**src/rtl/vga_pkg.sv**
```systemverilog
// Shared VGA plot-port definitions: screen geometry, field widths, scheduler states.
// Latency: n/a (types and constants only).
// Backpressure: n/a.
package vga_pkg;

  localparam int SCREEN_W = 160;
  localparam int SCREEN_H = 120;
  localparam int X_W      = 8;
  localparam int Y_W      = 7;
  localparam int COLOUR_W = 3;

  localparam logic [COLOUR_W-1:0] COLOUR_BLACK = 3'b000;

  typedef enum logic [2:0] {
    ST_IDLE       = 3'd0,
    ST_DRAW       = 3'd1,
    ST_DRAW_DONE  = 3'd2,
    ST_CLEAR      = 3'd3,
    ST_CLEAR_DONE = 3'd4
  } sched_state_t;

  // Box origin and colour latched from the granted owner.
  typedef struct packed {
    logic [X_W-1:0]      x;
    logic [Y_W-1:0]      y;
    logic [COLOUR_W-1:0] colour;
  } sprite_t;

  // One registered write onto the VGA adapter plot bus.
  typedef struct packed {
    logic                plot;
    logic [X_W-1:0]      x;
    logic [Y_W-1:0]      y;
    logic [COLOUR_W-1:0] colour;
  } plot_t;

endpackage

```
**src/rtl/rr_arbiter.sv**
```systemverilog
// Round-robin pick: first asserted request searching upward from ptr+1 (wrapping).
// Latency: combinational.
// Backpressure: none; caller samples the result when it is ready to grant.
// Ports:
//   req        - request vector, one bit per owner
//   ptr        - index of the previously granted owner
//   win_onehot - one-hot winner (all zero when no request)
//   win_idx    - binary index of the winner
//   any_req    - at least one request asserted
module rr_arbiter #(
  parameter int NUM_REQ = 4,
  parameter int IDX_W   = (NUM_REQ > 1) ? $clog2(NUM_REQ) : 1
) (
  input  logic [NUM_REQ-1:0] req,
  input  logic [IDX_W-1:0]   ptr,
  output logic [NUM_REQ-1:0] win_onehot,
  output logic [IDX_W-1:0]   win_idx,
  output logic               any_req
);

  logic             found;
  logic [IDX_W-1:0] cand;

  // ptr itself is visited last, so the previous winner has lowest priority.
  always_comb begin
    win_onehot = '0;
    win_idx    = '0;
    found      = 1'b0;
    cand       = '0;
    for (int i = 1; i <= NUM_REQ; i++) begin
      cand = IDX_W'((int'(ptr) + i) % NUM_REQ);
      if (!found && req[cand]) begin
        found            = 1'b1;
        win_idx          = cand;
        win_onehot[cand] = 1'b1;
      end
    end
  end

  assign any_req = |req;

endmodule

```
**src/rtl/vga_draw_scheduler.sv**
```systemverilog
// Shares the VGA plot port among NUM_REQ sprite owners (round-robin box scan) plus a full-screen clear.
// Latency: grant 1 cycle after req seen in IDLE; each scanned pixel reaches vga_* one cycle later.
// Backpressure: req is level and waits (no grant) while another box or a clear is in progress.
// Ports:
//   clk, reset_n                  - clock, synchronous active-low reset
//   req / req_x / req_y / req_colour - per-owner request and packed box origin/colour
//   clear_req                     - pulse: schedule a full-screen black clear
//   grant / done                  - one-hot owner being scanned / end-of-box pulse
//   clear_done, busy              - end-of-clear pulse, scheduler not idle
//   vga_x / vga_y / vga_colour / vga_plot - registered plot bus
module vga_draw_scheduler
  import vga_pkg::*;
#(
  parameter int NUM_REQ    = 4,
  parameter int SPR_W_LOG2 = 2,
  parameter int SPR_H_LOG2 = 2,
  parameter int X_MAX      = SCREEN_W - 1,
  parameter int Y_MAX      = SCREEN_H - 1
) (
  input  logic                         clk,
  input  logic                         reset_n,
  input  logic [NUM_REQ-1:0]           req,
  input  logic [NUM_REQ*X_W-1:0]       req_x,
  input  logic [NUM_REQ*Y_W-1:0]       req_y,
  input  logic [NUM_REQ*COLOUR_W-1:0]  req_colour,
  input  logic                         clear_req,
  output logic [NUM_REQ-1:0]           grant,
  output logic [NUM_REQ-1:0]           done,
  output logic                         clear_done,
  output logic                         busy,
  output logic [X_W-1:0]               vga_x,
  output logic [Y_W-1:0]               vga_y,
  output logic [COLOUR_W-1:0]          vga_colour,
  output logic                         vga_plot
);

  localparam int IDX_W = (NUM_REQ > 1) ? $clog2(NUM_REQ) : 1;
  localparam int K_W   = SPR_W_LOG2 + SPR_H_LOG2;

  localparam logic [X_W:0]   X_LIM   = (X_W+1)'(X_MAX);
  localparam logic [Y_W:0]   Y_LIM   = (Y_W+1)'(Y_MAX);
  localparam logic [X_W-1:0] CX_LAST = X_W'(X_MAX);
  localparam logic [Y_W-1:0] CY_LAST = Y_W'(Y_MAX);
  localparam logic [K_W-1:0] K_LAST  = '1;

  sched_state_t state, state_nxt;

  logic [IDX_W-1:0]   ptr, ptr_nxt;
  logic [K_W-1:0]     k, k_nxt;
  logic [X_W-1:0]     cx, cx_nxt;
  logic [Y_W-1:0]     cy, cy_nxt;
  sprite_t            spr, spr_nxt;
  logic               clear_pending, clear_pending_nxt;
  logic [NUM_REQ-1:0] grant_nxt, done_nxt;
  logic               clear_done_nxt;
  plot_t              plot_q, plot_nxt;

  logic [NUM_REQ-1:0] arb_onehot;
  logic [IDX_W-1:0]   arb_idx;
  logic               arb_any;

  logic [X_W-1:0]      own_x      [NUM_REQ];
  logic [Y_W-1:0]      own_y      [NUM_REQ];
  logic [COLOUR_W-1:0] own_colour [NUM_REQ];

  logic [X_W:0] px_sum;
  logic [Y_W:0] py_sum;
  logic         px_in, py_in;

  for (genvar gi = 0; gi < NUM_REQ; gi++) begin : g_own
    assign own_x[gi]      = req_x[gi*X_W +: X_W];
    assign own_y[gi]      = req_y[gi*Y_W +: Y_W];
    assign own_colour[gi] = req_colour[gi*COLOUR_W +: COLOUR_W];
  end

  rr_arbiter #(
    .NUM_REQ (NUM_REQ),
    .IDX_W   (IDX_W)
  ) u_arb (
    .req        (req),
    .ptr        (ptr),
    .win_onehot (arb_onehot),
    .win_idx    (arb_idx),
    .any_req    (arb_any)
  );

  // Low k bits walk across the row, high bits walk down. Sums are one bit
  // wider so a box hanging off the right/bottom edge clips instead of wrapping.
  assign px_sum = {1'b0, spr.x} + (X_W+1)'(k[SPR_W_LOG2-1:0]);
  assign py_sum = {1'b0, spr.y} + (Y_W+1)'(k[K_W-1:SPR_W_LOG2]);
  assign px_in  = (px_sum <= X_LIM);
  assign py_in  = (py_sum <= Y_LIM);

  always_comb begin
    state_nxt         = state;
    ptr_nxt           = ptr;
    k_nxt             = k;
    cx_nxt            = cx;
    cy_nxt            = cy;
    spr_nxt           = spr;
    grant_nxt         = grant;
    done_nxt          = '0;
    clear_done_nxt    = 1'b0;
    plot_nxt          = '0;
    clear_pending_nxt = clear_pending | clear_req;

    case (state)
      ST_IDLE: begin
        if (clear_pending) begin
          state_nxt         = ST_CLEAR;
          cx_nxt            = '0;
          cy_nxt            = '0;
          // A fresh pulse on the same edge schedules another clear.
          clear_pending_nxt = clear_req;
        end else if (arb_any) begin
          state_nxt      = ST_DRAW;
          ptr_nxt        = arb_idx;
          k_nxt          = '0;
          grant_nxt      = arb_onehot;
          spr_nxt.x      = own_x[arb_idx];
          spr_nxt.y      = own_y[arb_idx];
          spr_nxt.colour = own_colour[arb_idx];
        end
      end

      ST_DRAW: begin
        plot_nxt.plot   = px_in && py_in;
        plot_nxt.x      = px_sum[X_W-1:0];
        plot_nxt.y      = py_sum[Y_W-1:0];
        plot_nxt.colour = spr.colour;
        if (k == K_LAST) begin
          state_nxt = ST_DRAW_DONE;
          grant_nxt = '0;
          done_nxt  = grant;
        end else begin
          k_nxt = k + K_W'(1);
        end
      end

      ST_DRAW_DONE: begin
        state_nxt = ST_IDLE;
      end

      ST_CLEAR: begin
        plot_nxt.plot   = 1'b1;
        plot_nxt.x      = cx;
        plot_nxt.y      = cy;
        plot_nxt.colour = COLOUR_BLACK;
        if (cx == CX_LAST) begin
          cx_nxt = '0;
          if (cy == CY_LAST) begin
            state_nxt      = ST_CLEAR_DONE;
            clear_done_nxt = 1'b1;
          end else begin
            cy_nxt = cy + Y_W'(1);
          end
        end else begin
          cx_nxt = cx + X_W'(1);
        end
      end

      ST_CLEAR_DONE: begin
        state_nxt = ST_IDLE;
      end

      default: begin
        state_nxt = ST_IDLE;
      end
    endcase
  end

  always_ff @(posedge clk) begin
    if (!reset_n) begin
      state <= ST_IDLE;
    end else begin
      state <= state_nxt;
    end
  end

  always_ff @(posedge clk) begin
    if (!reset_n) begin
      ptr           <= IDX_W'(NUM_REQ - 1);
      k             <= '0;
      cx            <= '0;
      cy            <= '0;
      spr           <= '0;
      clear_pending <= 1'b0;
      grant         <= '0;
      done          <= '0;
      clear_done    <= 1'b0;
      plot_q        <= '0;
    end else begin
      ptr           <= ptr_nxt;
      k             <= k_nxt;
      cx            <= cx_nxt;
      cy            <= cy_nxt;
      spr           <= spr_nxt;
      clear_pending <= clear_pending_nxt;
      grant         <= grant_nxt;
      done          <= done_nxt;
      clear_done    <= clear_done_nxt;
      plot_q        <= plot_nxt;
    end
  end

  assign busy       = (state != ST_IDLE);
  assign vga_x      = plot_q.x;
  assign vga_y      = plot_q.y;
  assign vga_colour = plot_q.colour;
  assign vga_plot   = plot_q.plot;

endmodule
```
**config.mk**
```make
export PLATFORM = sky130hd
export DESIGN_NAME = vga_draw_scheduler
export DESIGN_NICKNAME = d
export VERILOG_FILES = /design/src/rtl/vga_pkg.sv /design/src/rtl/rr_arbiter.sv /design/src/rtl/vga_draw_scheduler.sv
export SDC_FILE = /design/constraint.sdc
export NUM_CORES = 1
export LEC_CHECK = 0
export CAP_MARGIN = 20
export CORE_MARGIN = 1.5
export CORE_UTILIZATION = 25
export CTS_BUF_LIST = sky130_fd_sc_hd__clkbuf_4 sky130_fd_sc_hd__clkbuf_8 sky130_fd_sc_hd__clkbuf_16
export CTS_CLUSTER_DIAMETER = 50
export CTS_CLUSTER_SIZE = 12
export DETAILED_ROUTE_END_ITERATION = 10
export SYNTH_ARGS = -nofsm -noshare
export SYNTH_HDL_FRONTEND = slang
export SYNTH_HIERARCHICAL = 1
export SYNTH_SLANG_ARGS = --single-unit
```
**constraint.sdc**
```tcl
create_clock -name clk -period 3.9 [get_ports clk]
set_input_delay 0.78 -clock clk [delete_from_list [all_inputs] [get_ports clk]]
set_output_delay 0.78 -clock clk [all_outputs]
set_load 0.005 [all_outputs]
```
Word level (Yosys, flattened, before mapping). Index checks and enable logic that the tools add are counted.

Bitwise logic cells: 6. Order comparisons: 11. Multiplexer cells: 61. $add $sub $neg: 9. Reductions and logical operators: 24. Eq/ne operators: 14.

Operators by type and width (count): $mux W4 (10); $pmux W19 S2 (1); $mux W7 (5); $mux W8 (4); $mux W3 (7); $bmux W8 S2 (1); $ne A2 B2 Y1 const B (8); $pmux W4 S2 (2); $pmux W8 S2 (1); $reduce_and A4 Y1 (4); $bmux W7 S2 (1); $mux W1 (14); $pmux W7 S2 (1); $lt A2 B3 Y1 const B (4); $or A4 B4 Y4 (3); $add A8 B2 Y9 (1); $le A9 B8 Y1 const B (1); $pmux W3 S3 (1); $reduce_and A3 Y1 (3); $add A7 B2 Y8 (1); $add A8 B1 Y8 const B (1); $bmux W1 S2 (4); $demux W1 S2 (4); $eq A8 B8 Y1 const B (1); 24 further kinds (42).

Logic and storage cells: 141. Flip-flop bits (word level): 71.

Longest topological paths before layout.
Depth in word-level cells: 17. Depth in mapped cells: 13. Mapped depth without buffers: 9.

Hierarchy. The synthesis kept the hierarchy.

Modules (own cells, without submodules): vga_draw_scheduler (area each 3567.2 sq um, times used 1, cells an instance 390); rr_arbiter (area each 540.5 sq um, times used 1, cells an instance 70).

Least setup slack after synthesis. OpenSTA, ideal clock, no wires.

Path type: reg-to-reg. Start point: reg ptr[0]. End point: reg spr[16] (netlist name). Data arrival time: 3.139 ns. Stages on the path, launching flop included: 14. Period minus slack after synthesis: 3.271 ns. Setup time: 0.132 ns. Setup slack: 0.629 ns. Required time: 3.768 ns. Cell sequence: dfxtp_1 buf_6 inv_1 ha_1 clkbuf_1 nor2b_1 a22oi_1 o211ai_1 a21oi_1 buf_2 buf_2 mux4_2 nand2_1 a21oi_1.

Cells in the longest elaborated chain, start to end: 17. Elaborated cells between the ends (all ways): 29. Classes of those cells: add/sub (4); mux (18); bitwise (1); reduce/logical (6).

Ends and longest elaborated chain: start, declared (line vga_draw_scheduler.sv:48) `logic [IDX_W-1:0] ptr, ptr_nxt;`; start signal, assigned (line vga_draw_scheduler.sv:182) `ptr <= IDX_W'(NUM_REQ - 1);`; start signal, assigned (line vga_draw_scheduler.sv:193) `ptr <= ptr_nxt;`; $add A2 B1 Y2 (line rr_arbiter.sv:31) `cand = IDX_W'((int'(ptr) + i) % NUM_REQ);`; $bmux W1 S2 (line rr_arbiter.sv:32) `if (!found && req[cand]) begin`; $mux W1 (not written as such) (line rr_arbiter.sv:32); $mux W1 (line rr_arbiter.sv:32); $logic_not A1 Y1 (line rr_arbiter.sv:32); $logic_and A1 B1 Y1 (line rr_arbiter.sv:32); $mux W1 (line rr_arbiter.sv:32); $logic_not A1 Y1 (line rr_arbiter.sv:32); $logic_and A1 B1 Y1 (line rr_arbiter.sv:32); $mux W1 (line rr_arbiter.sv:32); $logic_not A1 Y1 (line rr_arbiter.sv:32); $logic_and A1 B1 Y1 (line rr_arbiter.sv:32); $mux W2 (*) (line rr_arbiter.sv:32); via arb_idx[0] (line vga_draw_scheduler.sv:59) `logic [IDX_W-1:0] arb_idx;`; $not A2 Y3 (not written as such) (*) (line vga_draw_scheduler.sv:120) `spr_nxt.x = own_x[arb_idx];`; $bmux W8 S2 (*) (line vga_draw_scheduler.sv:120); $mux W8 (not written as such) (*) (2 in a row) (line vga_draw_scheduler.sv:120); end signal, assigned (line vga_draw_scheduler.sv:197) `spr <= spr_nxt;`; end, declared (line vga_draw_scheduler.sv:52) `sprite_t spr, spr_nxt;`.

The timed path passes the listed nets; every way through them passes the cells marked *. The select of a mux whose other input is x is not followed. A chain may end at the register's enable or synchronous reset.

Worst setup path after layout.
Start point: reg ptr[1]. End point: reg spr[4] (netlist name).

Cells in the longest elaborated chain, start to end: 17. Elaborated cells between the ends (all ways): 29. Classes of those cells: add/sub (4); mux (18); bitwise (1); reduce/logical (6).

Ends and longest elaborated chain: $add A2 B1 Y2 (line rr_arbiter.sv:31); $bmux W1 S2 (line rr_arbiter.sv:32); $mux W1 (not written as such) (line rr_arbiter.sv:32); $mux W1 (line rr_arbiter.sv:32); $logic_not A1 Y1 (line rr_arbiter.sv:32); $logic_and A1 B1 Y1 (line rr_arbiter.sv:32); $mux W1 (line rr_arbiter.sv:32); $logic_not A1 Y1 (line rr_arbiter.sv:32); $logic_and A1 B1 Y1 (line rr_arbiter.sv:32); $mux W1 (line rr_arbiter.sv:32); $logic_not A1 Y1 (line rr_arbiter.sv:32); $logic_and A1 B1 Y1 (line rr_arbiter.sv:32); $mux W2 (*) (line rr_arbiter.sv:32); via arb_idx[0] (line vga_draw_scheduler.sv:59); $not A2 Y3 (not written as such) (*) (line vga_draw_scheduler.sv:121) `spr_nxt.y = own_y[arb_idx];`; $bmux W7 S2 (*) (line vga_draw_scheduler.sv:121); $mux W7 (not written as such) (*) (2 in a row) (line vga_draw_scheduler.sv:121).

Marks and branches as above.

==> qor.csv <==
metric,value,unit
FF/Latch Area,1420,µm²
clk sink count,71,
max-cap violation count,0,
CTS resizes,0,
P_int,1790,µW
Remaining DRCs,0,
asr flop ratio synth,0,
clk buf depth,2,
vias in the first global route,3798,
sw power,948,µW
DP Wirelength,8480,µm
Pwr Density,486,nW/µm²
Finished Layout Cells,773,
antenna cell count,0,
I/O Buffers,107,
gr usage total,0.131,
H-tree levels,3,
Fin Clk Skew,0.00631,ns
"Distinct cells, synth",59,
leakage,0.00201,µW
Fin. Hold Viols,0,
VDD IR-drop max,0.000224,V
Syn-to-layout area delta,37.3,%
RSZ-0062 raised after global routing,no,
switch share,0.346,
Max Clock Freq,309,MHz
minimum clock period,3.23,ns
Total Neg Setup Slack,0,ns
Slew Limit Fails,0,
"commonest non-fill, non-tap cells in the layout","clkdlybuf4s50_1 (107), dfxtp_1 (71), nand2_1 (67)",
First-pass DRT Iterations,4,
routability cong.,0.830,
First DRT Iteration DRCs,228,
nets,649,
pin count of the biggest net entering global routing,28,
vias,3826,
Initial Util,0.258,
Crit Path Max Fanout,19,
die area,17200,µm²
chip width,131,µm
met2 GRT Util,0.235,
Seq cells post-synth,71,
GR Util met1,0.155,
initial antenna violation count,0,
Worst setup SP type,register,
status,finished clean,
dpl cell area,5370,µm²
CP Capture Type,register,
Clock Pin Slew Worst Setup and Hold Paths,0.05,ns
share of cells above drive strength 1,0.0934,
io pins,108,
mapped cell area,4110,µm²
grt ovf,0,
Design Power,2740,µW
Die Ht,131,µm
met3 Usage GRT,0.0258,
post-synth top area share,0.346,
Site Rows,46,
worst path arrival time,3.45,ns
gr busiest metal,met2,
# setup viols final,0,
Hold Path Class,reg -> reg,
crit share post-route,0.829,
post-synthesis average cell area,8.93,µm²
core area,15900,µm²
design area,5640,µm²
Post-synth EDFFs,0,
slew of the pin with the lowest slew margin,0.970,ns
Mapped Nets,556,
clk_lat worst skew,0.34,ns
Post-CTS Setup Inserts,0,
"area leader, netlist",dfxtp_1,
Syn Inst Count,460,
Ys Warns,6,
post-route ant nets,0,
WL final,11100,µm
post-synthesis sequential area ratio,0.346,
Root Buffer Master,clkbuf_16,
hold buffer count at CTS,0,
Clock Power Share,0.275,
CTS Buf Count,9,
FILL cells,1630,
synth top area cells,"dfxtp_1 (35%), mux4_2 (11%), nand2_1 (6.1%), a21oi_1 (4.8%), ha_1 (4.6%)",
Logic pwr share,0.390,
footprint of the multi-input gates,2500,µm²
Inst Count DP,758,
"Top FF cell, synth",dfxtp_1,
"commonest non-fill, non-tap cell in the layout",clkdlybuf4s50_1,
slew margin rel.,0.354,
Critical Path RT,4.12,ns
CTS tree,built,
critical path class,reg -> reg,
Avg WL per Cell,14.4,µm
vias per inst,4.95,
first-pass GRT wire length,18500,µm
Flop pwr share,0.335,
[cells by family (layout without fill, tap and decap cells)]
logic type	count (synthesis)	after routing	synth area share
compound gates	116	116	0.196
mux	25	25	0.122
flops	71	71	0.346
xor+xnor	12	12	0.0256
fa+ha+maj	17	17	0.0554
simple gates	174	174	0.206
buf+inv	45	142	0.0490
[power groups by stage]
stage               registers, µW  clock network (µW)  logic (µW)
floorplan                     901                   0         786
global placement              929                   0        1040
detailed placement            934                   0        1080
CTS                           918                 768        1080
global route                  931                 800        1190
finish                        917                 755        1070
[through the flow]
stage / utilization / setup WS [ns] / hold slack [ns]
2_1_floorplan: - / 0.629 / 0.432
3_3_place_gp: 0.337 / 0.594 / 0.447
3_5_place_dp: 0.337 / 0.479 / 0.460
4_1_cts: 0.354 / 0.621 / 0.468
5_1_grt: 0.354 / 0.343 / 0.486
6_report: 0.354 / 0.669 / 0.467
[worst paths after layout]
path	startpoint	endpoint	slack (ns)	cells past startpoint
worst max-delay path	ptr[1]	spr[4]	0.67	10
worst min-delay path	spr[2]	spr[2]	0.47	2
worst max register to register	ptr[1]	spr[4]	0.67	10
worst min register to register	spr[2]	spr[2]	0.47	2
[critical path: stages, from the launching register on]
cell,delay (ns)
dfxtp_1,0.57
inv_1,0.25
ha_1,0.57
nor2b_1,0.14
a22oi_1,0.21
o211ai_1,0.15
a21oi_4,0.17
buf_4,0.34
mux4_2,0.56
nand2_1,0.08
a21oi_1,0.08
[sequential cells by signal, summed over array words and instances, names as in the netlist]
register,flops
clear_done,1
clear_pending,1
cx,8
cy,7
done,4
grant,4
k,4
ptr,2
spr,18
state,3
vga_colour,3
vga_plot,1
vga_x,8
vga_y,7
[layer usage]
metal	wire length [µm]	part of all wire
met1	4570	0.41
met2	5730	0.52
met3	652	0.059
met4	172	0.015
met5	0	0
[cell type report]
cell class / instances / share of cell area
repair buffers: 114 / 0.199
inverters: 13 / 0.00865
clock inverters: 3 / 0.00355
well taps: 216 / 0.0479
clock buffers: 12 / 0.0450
multi-input cells: 344 / 0.444
flip-flops and latches: 71 / 0.252
[synthesized netlist by cell type, types with 2 or more instances]
library cell	n
dfxtp_1	71
nand2_1	67
a21oi_1	39
nor2_1	34
clkbuf_1	20
mux4_2	20
nand3_1	17
a22oi_1	16
ha_1	15
inv_1	13
o21ai_0	12
and3_1	9
buf_2	8
nor3b_1	6
xnor2_1	6
xor2_1	6
a21o_1	5
a32o_1	5
nand4_1	5
nor2b_1	5
nor3_1	5
o21ai_1	5
or3_1	5
a221o_1	4
a311oi_1	4
mux2i_1	4
nand2b_1	4
or4_1	4
a41oi_1	3
nor4_1	3
o31ai_1	3
a211oi_1	2
a221oi_1	2
buf_4	2
buf_6	2
fa_1	2
nand3b_1	2
nand4b_1	2
o211ai_1	2
o41ai_1	2
No activity file was read; power rests on OpenSTA's default activity.
